==> src/rtl/bsr_pkg.sv <==
// Shared types for the streaming bit reader: command opcodes, FSM states,
// the maximum fixed-length read width and the se(v) mapping helper.
package bsr_pkg;

  localparam int MAX_N = 32;

  typedef enum logic [2:0] {
    OP_U     = 3'd0,
    OP_UE    = 3'd1,
    OP_SE    = 3'd2,
    OP_ALIGN = 3'd3,
    OP_PEEK  = 3'd4
  } op_t;

  typedef enum logic [1:0] {
    IDLE,
    WAIT,
    COUNT,
    RESP
  } state_t;

  // Exp-Golomb code number to signed value: odd k -> positive, even k -> negative.
  function automatic logic [31:0] se_map(input logic [31:0] k);
    if (k[0]) begin
      return (k + 32'd1) >> 1;
    end
    return 32'd0 - (k >> 1);
  endfunction

endpackage

==> src/rtl/bitstream_reader_stream_if.sv <==
// Word-stream input, command and response handshakes of the bit reader.
// master = producer/parser side, slave = the reader itself.
interface bitstream_reader_stream_if #(
  parameter int IN_W = 32
) ();
  logic [IN_W-1:0] in_data;
  logic            in_valid;
  logic            in_last;
  logic            in_ready;
  logic            cmd_valid;
  logic [2:0]      cmd_op;
  logic [5:0]      cmd_n;
  logic            cmd_ready;
  logic            rsp_valid;
  logic            rsp_ready;
  logic [31:0]     rsp_value;
  logic            rsp_error;

  modport master (
    output in_data, in_valid, in_last, cmd_valid, cmd_op, cmd_n, rsp_ready,
    input  in_ready, cmd_ready, rsp_valid, rsp_value, rsp_error
  );

  modport slave (
    input  in_data, in_valid, in_last, cmd_valid, cmd_op, cmd_n, rsp_ready,
    output in_ready, cmd_ready, rsp_valid, rsp_value, rsp_error
  );
endinterface

==> src/rtl/bsr_clz32.sv <==
// Combinational 32-bit leading-zero count; returns 32 for an all-zero word.
module bsr_clz32 (
  input  logic [31:0] x,
  output logic [5:0]  lz
);
  always_comb begin
    lz = 6'd32;
    // Scanning upwards so the highest set bit is the last one to win.
    for (int unsigned i = 0; i < 32; i++) begin
      if (x[i]) lz = 6'(31 - i);
    end
  end
endmodule

==> src/rtl/bitstream_reader_stream.sv <==
// Streaming MSB-first bit reader serving u(n)/ue(v)/se(v)/align commands.
// Optional BSR_PEEK_EN enables op 4 (non-consuming read of n bits).
module bitstream_reader_stream
  import bsr_pkg::*;
#(
  parameter int IN_W  = 32,
  parameter int BUF_W = 128
) (
  input  logic                          clk,
  input  logic                          reset,
  input  logic                          flush,
  bitstream_reader_stream_if.slave      bus,
  output logic [31:0]                   bits_consumed,
  output logic                          busy
);
  localparam int CNT_W = $clog2(BUF_W + 1);
  localparam int PAD_W = BUF_W - IN_W;

  // Buffered bits sit left-aligned; everything below fill is kept zero.
  logic [BUF_W-1:0] buf_q, buf_d;
  logic [CNT_W-1:0] fill_q, fill_d;
  logic             eos_q, eos_d;
  state_t           state_q, state_d;
  op_t              op_q, op_d;
  logic [5:0]       n_q, n_d;
  logic             rsp_valid_q, rsp_valid_d;
  logic [31:0]      rsp_value_q, rsp_value_d;
  logic             rsp_error_q, rsp_error_d;
  logic [31:0]      bc_q, bc_d;

  logic [31:0]      top32;
  logic [63:0]      top64;
  logic [5:0]       lz;
  logic [6:0]       cw_len;
  logic [63:0]      codeword;
  logic [31:0]      k;
  logic [2:0]       align_n;
  logic             n_ok;
  logic             legal;
  logic [6:0]       consume;
  logic [CNT_W-1:0] fill_c;
  logic [BUF_W-1:0] buf_sh;
  logic             in_fire;

  assign top32    = buf_q[BUF_W-1 -: 32];
  assign top64    = buf_q[BUF_W-1 -: 64];
  assign cw_len   = {lz, 1'b1};
  // Whole codeword read as an integer is 2^lz + suffix, so k is that minus one.
  assign codeword = top64 >> (7'd64 - cw_len);
  assign k        = 32'(codeword - 64'd1);
  assign align_n  = 3'd0 - bc_q[2:0];
  assign n_ok     = (bus.cmd_n != 6'd0) && (bus.cmd_n <= 6'(MAX_N));

  bsr_clz32 u_clz (
    .x  (top32),
    .lz (lz)
  );

  assign bus.in_ready  = (fill_q <= CNT_W'(PAD_W)) && !eos_q;
  assign bus.cmd_ready = (state_q == IDLE);
  assign bus.rsp_valid = rsp_valid_q;
  assign bus.rsp_value = rsp_value_q;
  assign bus.rsp_error = rsp_error_q;
  assign bits_consumed = bc_q;
  assign busy          = (state_q != IDLE);
  assign in_fire       = bus.in_valid && bus.in_ready;

  always_comb begin
    legal = 1'b0;
    case (bus.cmd_op)
      OP_U:                     legal = n_ok;
      OP_UE, OP_SE, OP_ALIGN:   legal = 1'b1;
`ifdef BSR_PEEK_EN
      OP_PEEK:                  legal = n_ok;
`endif
      default:                  legal = 1'b0;
    endcase
  end

  always_comb begin
    state_d     = state_q;
    op_d        = op_q;
    n_d         = n_q;
    rsp_valid_d = rsp_valid_q;
    rsp_value_d = rsp_value_q;
    rsp_error_d = rsp_error_q;
    consume     = 7'd0;
    case (state_q)
      IDLE: begin
        if (bus.cmd_valid) begin
          op_d = op_t'(bus.cmd_op);
          n_d  = bus.cmd_n;
          if (legal) begin
            state_d = WAIT;
          end else begin
            state_d     = RESP;
            rsp_valid_d = 1'b1;
            rsp_value_d = '0;
            rsp_error_d = 1'b1;
          end
        end
      end
      WAIT: begin
        case (op_q)
`ifdef BSR_PEEK_EN
          OP_U, OP_PEEK: begin
`else
          OP_U: begin
`endif
            if (fill_q >= CNT_W'(n_q)) begin
              state_d     = RESP;
              rsp_valid_d = 1'b1;
              rsp_value_d = top32 >> (6'd32 - n_q);
              rsp_error_d = 1'b0;
              if (op_q == OP_U) consume = 7'(n_q);
            end else if (eos_q) begin
              state_d     = RESP;
              rsp_valid_d = 1'b1;
              rsp_value_d = '0;
              rsp_error_d = 1'b1;
            end
          end
          OP_UE, OP_SE: begin
            if (fill_q >= CNT_W'(32) || eos_q) state_d = COUNT;
          end
          OP_ALIGN: begin
            if (fill_q >= CNT_W'(align_n)) begin
              state_d     = RESP;
              rsp_valid_d = 1'b1;
              rsp_value_d = 32'(align_n);
              rsp_error_d = 1'b0;
              consume     = 7'(align_n);
            end else if (eos_q) begin
              state_d     = RESP;
              rsp_valid_d = 1'b1;
              rsp_value_d = '0;
              rsp_error_d = 1'b1;
            end
          end
          default: begin
            state_d     = RESP;
            rsp_valid_d = 1'b1;
            rsp_value_d = '0;
            rsp_error_d = 1'b1;
          end
        endcase
      end
      COUNT: begin
        // A long codeword without eos just waits here for the rest of its bits.
        if (lz[5] || (CNT_W'(cw_len) > fill_q && eos_q)) begin
          state_d     = RESP;
          rsp_valid_d = 1'b1;
          rsp_value_d = '0;
          rsp_error_d = 1'b1;
        end else if (CNT_W'(cw_len) <= fill_q) begin
          state_d     = RESP;
          rsp_valid_d = 1'b1;
          rsp_value_d = (op_q == OP_SE) ? se_map(k) : k;
          rsp_error_d = 1'b0;
          consume     = cw_len;
        end
      end
      RESP: begin
        if (bus.rsp_ready) begin
          state_d     = IDLE;
          rsp_valid_d = 1'b0;
        end
      end
      default: state_d = IDLE;
    endcase
  end

  always_comb begin
    buf_sh = buf_q << consume;
    fill_c = fill_q - CNT_W'(consume);
    buf_d  = buf_sh;
    fill_d = fill_c;
    eos_d  = eos_q;
    bc_d   = bc_q + 32'(consume);
    if (in_fire) begin
      buf_d  = buf_sh | ({bus.in_data, {PAD_W{1'b0}}} >> fill_c);
      fill_d = fill_c + CNT_W'(IN_W);
      eos_d  = eos_q | bus.in_last;
    end
  end

  always_ff @(posedge clk) begin
    if (reset || flush) begin
      buf_q       <= '0;
      fill_q      <= '0;
      eos_q       <= 1'b0;
      state_q     <= IDLE;
      op_q        <= OP_U;
      n_q         <= '0;
      rsp_valid_q <= 1'b0;
      rsp_value_q <= '0;
      rsp_error_q <= 1'b0;
      bc_q        <= '0;
    end else begin
      buf_q       <= buf_d;
      fill_q      <= fill_d;
      eos_q       <= eos_d;
      state_q     <= state_d;
      op_q        <= op_d;
      n_q         <= n_d;
      rsp_valid_q <= rsp_valid_d;
      rsp_value_q <= rsp_value_d;
      rsp_error_q <= rsp_error_d;
      bc_q        <= bc_d;
    end
  end

endmodule

==> src/flat_wrapper.sv <==
// flat-port wrapper written by rule: the top's interface ports become plain ports
module bitstream_reader_stream_flat import bsr_pkg::*;
#(
  parameter int IN_W  = 32,
  parameter int BUF_W = 128
)
  (clk, reset, flush, bits_consumed, busy, bus_in_data, bus_in_valid, bus_in_last, bus_cmd_valid, bus_cmd_op, bus_cmd_n, bus_rsp_ready, bus_in_ready, bus_cmd_ready, bus_rsp_valid, bus_rsp_value, bus_rsp_error);
  bitstream_reader_stream_if #(.IN_W(IN_W)) bus_i ();
  input  logic clk;
  input  logic reset;
  input  logic flush;
  output logic [31:0] bits_consumed;
  output logic busy;
  input wire logic [$bits(bus_i.in_data)-1:0] bus_in_data;
  input wire logic [$bits(bus_i.in_valid)-1:0] bus_in_valid;
  input wire logic [$bits(bus_i.in_last)-1:0] bus_in_last;
  input wire logic [$bits(bus_i.cmd_valid)-1:0] bus_cmd_valid;
  input wire logic [$bits(bus_i.cmd_op)-1:0] bus_cmd_op;
  input wire logic [$bits(bus_i.cmd_n)-1:0] bus_cmd_n;
  input wire logic [$bits(bus_i.rsp_ready)-1:0] bus_rsp_ready;
  output wire logic [$bits(bus_i.in_ready)-1:0] bus_in_ready;
  output wire logic [$bits(bus_i.cmd_ready)-1:0] bus_cmd_ready;
  output wire logic [$bits(bus_i.rsp_valid)-1:0] bus_rsp_valid;
  output wire logic [$bits(bus_i.rsp_value)-1:0] bus_rsp_value;
  output wire logic [$bits(bus_i.rsp_error)-1:0] bus_rsp_error;
  assign bus_i.in_data = bus_in_data;
  assign bus_i.in_valid = bus_in_valid;
  assign bus_i.in_last = bus_in_last;
  assign bus_i.cmd_valid = bus_cmd_valid;
  assign bus_i.cmd_op = bus_cmd_op;
  assign bus_i.cmd_n = bus_cmd_n;
  assign bus_i.rsp_ready = bus_rsp_ready;
  assign bus_in_ready = bus_i.in_ready;
  assign bus_cmd_ready = bus_i.cmd_ready;
  assign bus_rsp_valid = bus_i.rsp_valid;
  assign bus_rsp_value = bus_i.rsp_value;
  assign bus_rsp_error = bus_i.rsp_error;
  bitstream_reader_stream #(.IN_W(IN_W), .BUF_W(BUF_W)) u_core (.clk(clk), .reset(reset), .flush(flush), .bus(bus_i), .bits_consumed(bits_consumed), .busy(busy));
endmodule
==> config.mk <==
export PLATFORM = sky130hd
export DESIGN_NAME = bitstream_reader_stream_flat
export DESIGN_NICKNAME = d
export VERILOG_FILES = /design/src/rtl/bsr_pkg.sv /design/src/rtl/bitstream_reader_stream_if.sv /design/src/rtl/bsr_clz32.sv /design/src/rtl/bitstream_reader_stream.sv /design/src/flat_wrapper.sv
export SDC_FILE = /design/constraint.sdc
export NUM_CORES = 2
export LEC_CHECK = 0
export ABC_AREA = 1
export ABC_CLOCK_PERIOD_IN_PS = 18700
export CAP_MARGIN = 10
export CORE_MARGIN = 5
export CORE_UTILIZATION = 65
export CTS_BUF_LIST = sky130_fd_sc_hd__clkbuf_16
export DETAILED_ROUTE_END_ITERATION = 6
export PLACE_DENSITY_LB_ADDON = 0.3
export SYNTH_ARGS = -nofsm -noshare
export SYNTH_HDL_FRONTEND = slang
export SYNTH_HIERARCHICAL = 1
export SYNTH_SLANG_ARGS = --single-unit
export TNS_END_PERCENT = 30
==> constraint.sdc <==
create_clock -name clk -period 18.7 [get_ports clk]
set_clock_uncertainty 0.1 [all_clocks]
set_input_delay 2.805 -clock clk [delete_from_list [all_inputs] [get_ports clk]]
set_output_delay 2.805 -clock clk [all_outputs]
set_load 0.05 [all_outputs]
==> flow_summary_export.csv <==
group,metric,value,unit
clock_network,ctsResizeCount,0,
critical_path,startpoint_type,"flop",
synth,synthTopCellsByArea,"nand2_1 (22%), nand3_1 (20%), dfxtp_1 (15%)",
placement,place.gp.congestion,1.12,
clock_network,cts_tree,"yes",
power,power_density,169,nW/um2
timing,tightest_slew,1.18,ns
power,ir_drop,0.336,mV
clock_network,cts_buffers,25,
die,dieArea,48600,um2
critical_path,r2r_end,"u_core/buf_q[69]$_SDFF_PP0_",
timing,hold_viol,0,
global_routing,grt_max_degree,108,
synth,ys_seq_elements,214,
clock_network,clock-sinks,214,
global_routing,gr-total-overflow,0,
route,drt-initial-drc-count,8331,
global_routing,grt_pass1_wl,193000,um
synth,synthCells,5433,
synth,synth_top_area_frac,0.221,
layout,final_area,30500,um2
critical_path,worstRegToRegCells,57,
synth,synth_top_cell_by_area,"nand2_1",
clock_network,cts.clk_slew.worst_paths,0.06,ns
layout,syn2layout_area_growth,5.98,%
synth,ys.flop_type,"dfxtp_1",
die,start_util,0.654,
critical_path,timing_worst_setup_path_type,"flop to flop",
synth,ys_warn_count,6,
critical_path,critPathSlowestCell,"o21ai_0",
die,core,44000,um2
outcome,failed_checks,"design-rule violations",
synth,syn_area_per_cell,5.30,um2
placement,place_hpwl,93600,um
layout,n_fill_cell,4186,
timing,max_slew_margin,0.208,
clock_network,hold_buffers,0,
route,vias,38857,
min_path,worst_hold_path.num_cells,1,
synth,synthArstFlopShare,0,
synth,synth_edf_count,0,
placement,portBuffers,116,
layout,multi_input_area,21400,um2
critical_path,slowest_delay,1.12,ns
global_routing,antenna_found_initial,2,
route,wl_per_cell,21.6,um
layout,final-seq-area,4280,um2
timing,whs,0.375,ns
timing,fin_crit_sh,0.492,
min_path,hold_end,"u_core/bits_consumed[31]$_SDFF_PP0_",
route,vias_per_cell,6.61,
clock_network,root_buffer,"clkbuf_16",
route,routed_wl,127000,um
global_routing,grt_pass1_vias,34451,
layout,drive_gt1_frac,0.0656,
synth,seq_area_frac_synth,0.149,
clock_network,post-cts-setup-buffer-count,0,
job,max_cap_violations,0,
critical_path,crit_fanout,73,
die,ios,117,
timing,finalSetupViolations,0,
timing,rsz0062_at_grt,"false",
timing,drv_slew,0,
placement,post_dp_cell_area,29700,um2
timing,fin_tns_setup,0,ns
timing,finalCriticalPeriod,9.20,ns
die,die_w,220,um
clock_network,clock_latency,0.56,ns
global_routing,grtUsageTotal,0.497,
min_path,hp-start,"u_core/bits_consumed[31]$_SDFF_PP0_",
layout,antenna_cells,0,
critical_path,path_common_cell,"nand2_1",
die,chipHeight,220,um
critical_path,rr_startpoint,"u_core/buf_q[98]$_SDFF_PP0_",
power,leakage,0.0141,uW
outcome,status,"finished with violations",
route,ant_nets,0,
clock_network,htreeDepth,1,
synth,syn_area,28800,um2
min_path,min_path_type,"flop to flop",
clock_network,cts_buffer_depth,3,
synth,synthDistinctLibCells,57,
layout,nets,5361,
synth,syn-num-nets,5523,
critical_path,worstPathRequired,19.09,ns
power,power,5170,uW
die,rows,77,
route,route.detailed.drc,33,
critical_path,worst_setup_path_end_kind,"flop",
critical_path,cp.arrival,9.58,ns
timing,fmaxAchievable,109,MHz
critical_path,r2r_slack,9.50,ns
route,firstDrtPassIters,7,
==> cell usage in the layout (no fill, tap or decap), types with 6 or more instances in the layout <==
| cell type | instances |
|---|---|
| clkinv_1 | 9 |
| clkdlybuf4s50_1 | 116 |
| inv_1 | 439 |
| buf_4 | 53 |
| xor2_1 | 7 |
| a221oi_1 | 8 |
| o21bai_1 | 6 |
| nor2_2 | 30 |
| dfxtp_1 | 214 |
| nand4_1 | 12 |
| nor2_1 | 257 |
| o32ai_1 | 16 |
| clkinv_2 | 10 |
| or2_2 | 115 |
| o21ai_1 | 21 |
| mux2i_1 | 67 |
| nor4_1 | 10 |
| a31oi_1 | 30 |
| o21ai_0 | 485 |
| nor3_1 | 19 |
| o22ai_1 | 6 |
| nand2_4 | 7 |
| nand2_1 | 1692 |
| nand3_2 | 7 |
| a21oi_1 | 160 |
| ha_1 | 40 |
| nand3_1 | 1167 |
| clkbuf_16 | 25 |
| o211ai_1 | 111 |
| nand2_2 | 39 |
| nor2_4 | 11 |
| inv_2 | 25 |
==> synth_stat cells, types with 4 or more instances <==
cell      number
o221ai_1       5
a21oi_1      164
nor4_1        11
clkbuf_1     226
nand3_2        7
buf_1         57
nand2_4        5
a31oi_1       30
a221oi_1       8
inv_1        437
nand2_1     1694
mux2i_1       67
a21oi_2        4
nor2_1       265
clkinv_1       6
buf_4         14
nand3b_1       4
xnor2_1        6
nor3_1        20
ha_1          40
o32ai_1       16
nand3_1     1167
buf_6         11
nand2_2       39
inv_2         28
o21bai_1       6
nor2_2        25
dfxtp_1      214
o22ai_1        6
o211ai_1     111
a211oi_1       5
o21ai_1       22
xor2_1         8
nand4_1       12
nor2_4         8
or2_2        115
o21ai_0      485
buf_2         49
==> per-layer routing <==
metal  share of wire  GRT usage  vias to the layer above
li1                -          -                    17739
met3            0.14      0.129                      771
met1            0.35      0.613                    17119
met5         0.00010          0                        -
met4           0.089      0.344                        2
met2            0.42      0.756                     3226
==> kinds of logic after synthesis <==
family | Yosys count | synth area share
compound gates | 883 | 0.172
buf+inv | 830 | 0.115
flops | 214 | 0.149
xor+xnor | 14 | 0.00426
mux | 68 | 0.0237
fa+ha+maj | 42 | 0.0188
simple gates | 3380 | 0.517
other cells | 2 | 0.000261
==> per-stage QoR <==
stage / utilization / cells / setup slack, ns
2_1_floorplan: - / 5433 / 11.98
3_3_place_gp: 0.675 / 5836 / 10.15
3_5_place_dp: 0.675 / 5836 / 10.05
4_1_cts: 0.693 / 5879 / 10.05
5_1_grt: 0.693 / 5879 / 9.03
6_report: 0.693 / 5879 / 9.50
==> final cells by class <==
type,count,area share
clock inverter,18,0.00529
multi-input combinational,4389,0.700
inverter,472,0.0584
timing repair buffer,169,0.0511
tap,592,0.0243
clock buffer,25,0.0205
sequential,214,0.140
==> flip-flops by register name, indices dropped and copies added (netlist names) <==
signal,count
u_core/bus.rsp_error,1
u_core/bus.rsp_valid,1
u_core/bits_consumed,32
u_core/op_q,3
u_core/fill_q,8
u_core/eos_q,1
u_core/buf_q,128
u_core/n_q,6
u_core/bus.rsp_value,32
u_core/state_q,2
==> report_power, final <==
group / leakage, uW / switching (uW) / internal [uW] / total [uW]
clock: 0.000406 / 213 / 283 / 496
combinational: 0.0120 / 3060 / 1110 / 4170
sequential: 0.00173 / 27.1 / 471 / 498
==> how the worst max path moves through the flow <==
stage | from | end | slack (ns) | cells past startpoint
after floorplan | u_core/buf_q[98]$_SDFF_PP0_ | u_core/bits_consumed[28]$_SDFF_PP0_ | 11.98 | 64
after global placement | u_core/buf_q[98]$_SDFF_PP0_ | u_core/buf_q[69]$_SDFF_PP0_ | 10.15 | 57
after detailed placement | u_core/buf_q[98]$_SDFF_PP0_ | u_core/buf_q[71]$_SDFF_PP0_ | 10.05 | 57
after CTS | u_core/buf_q[98]$_SDFF_PP0_ | u_core/buf_q[71]$_SDFF_PP0_ | 10.05 | 57
after global routing | u_core/buf_q[98]$_SDFF_PP0_ | u_core/buf_q[69]$_SDFF_PP0_ | 9.03 | 57
final | u_core/buf_q[98]$_SDFF_PP0_ | u_core/buf_q[69]$_SDFF_PP0_ | 9.50 | 57
==> critical path, delay by kind of cell (launching register included) <==
| family | cells | cell delay, ns |
|---|---|---|
| AND/OR/NAND/NOR | 40 | 2.57 |
| AO/OA/AOI/OAI | 7 | 2.46 |
| adder cells (fa/ha/maj) | 2 | 1.00 |
| flip-flops | 1 | 0.47 |
| buffers and inverters | 7 | 2.30 |
| XOR/XNOR | 1 | 0.17 |
(Power assumes the default switching activity.)
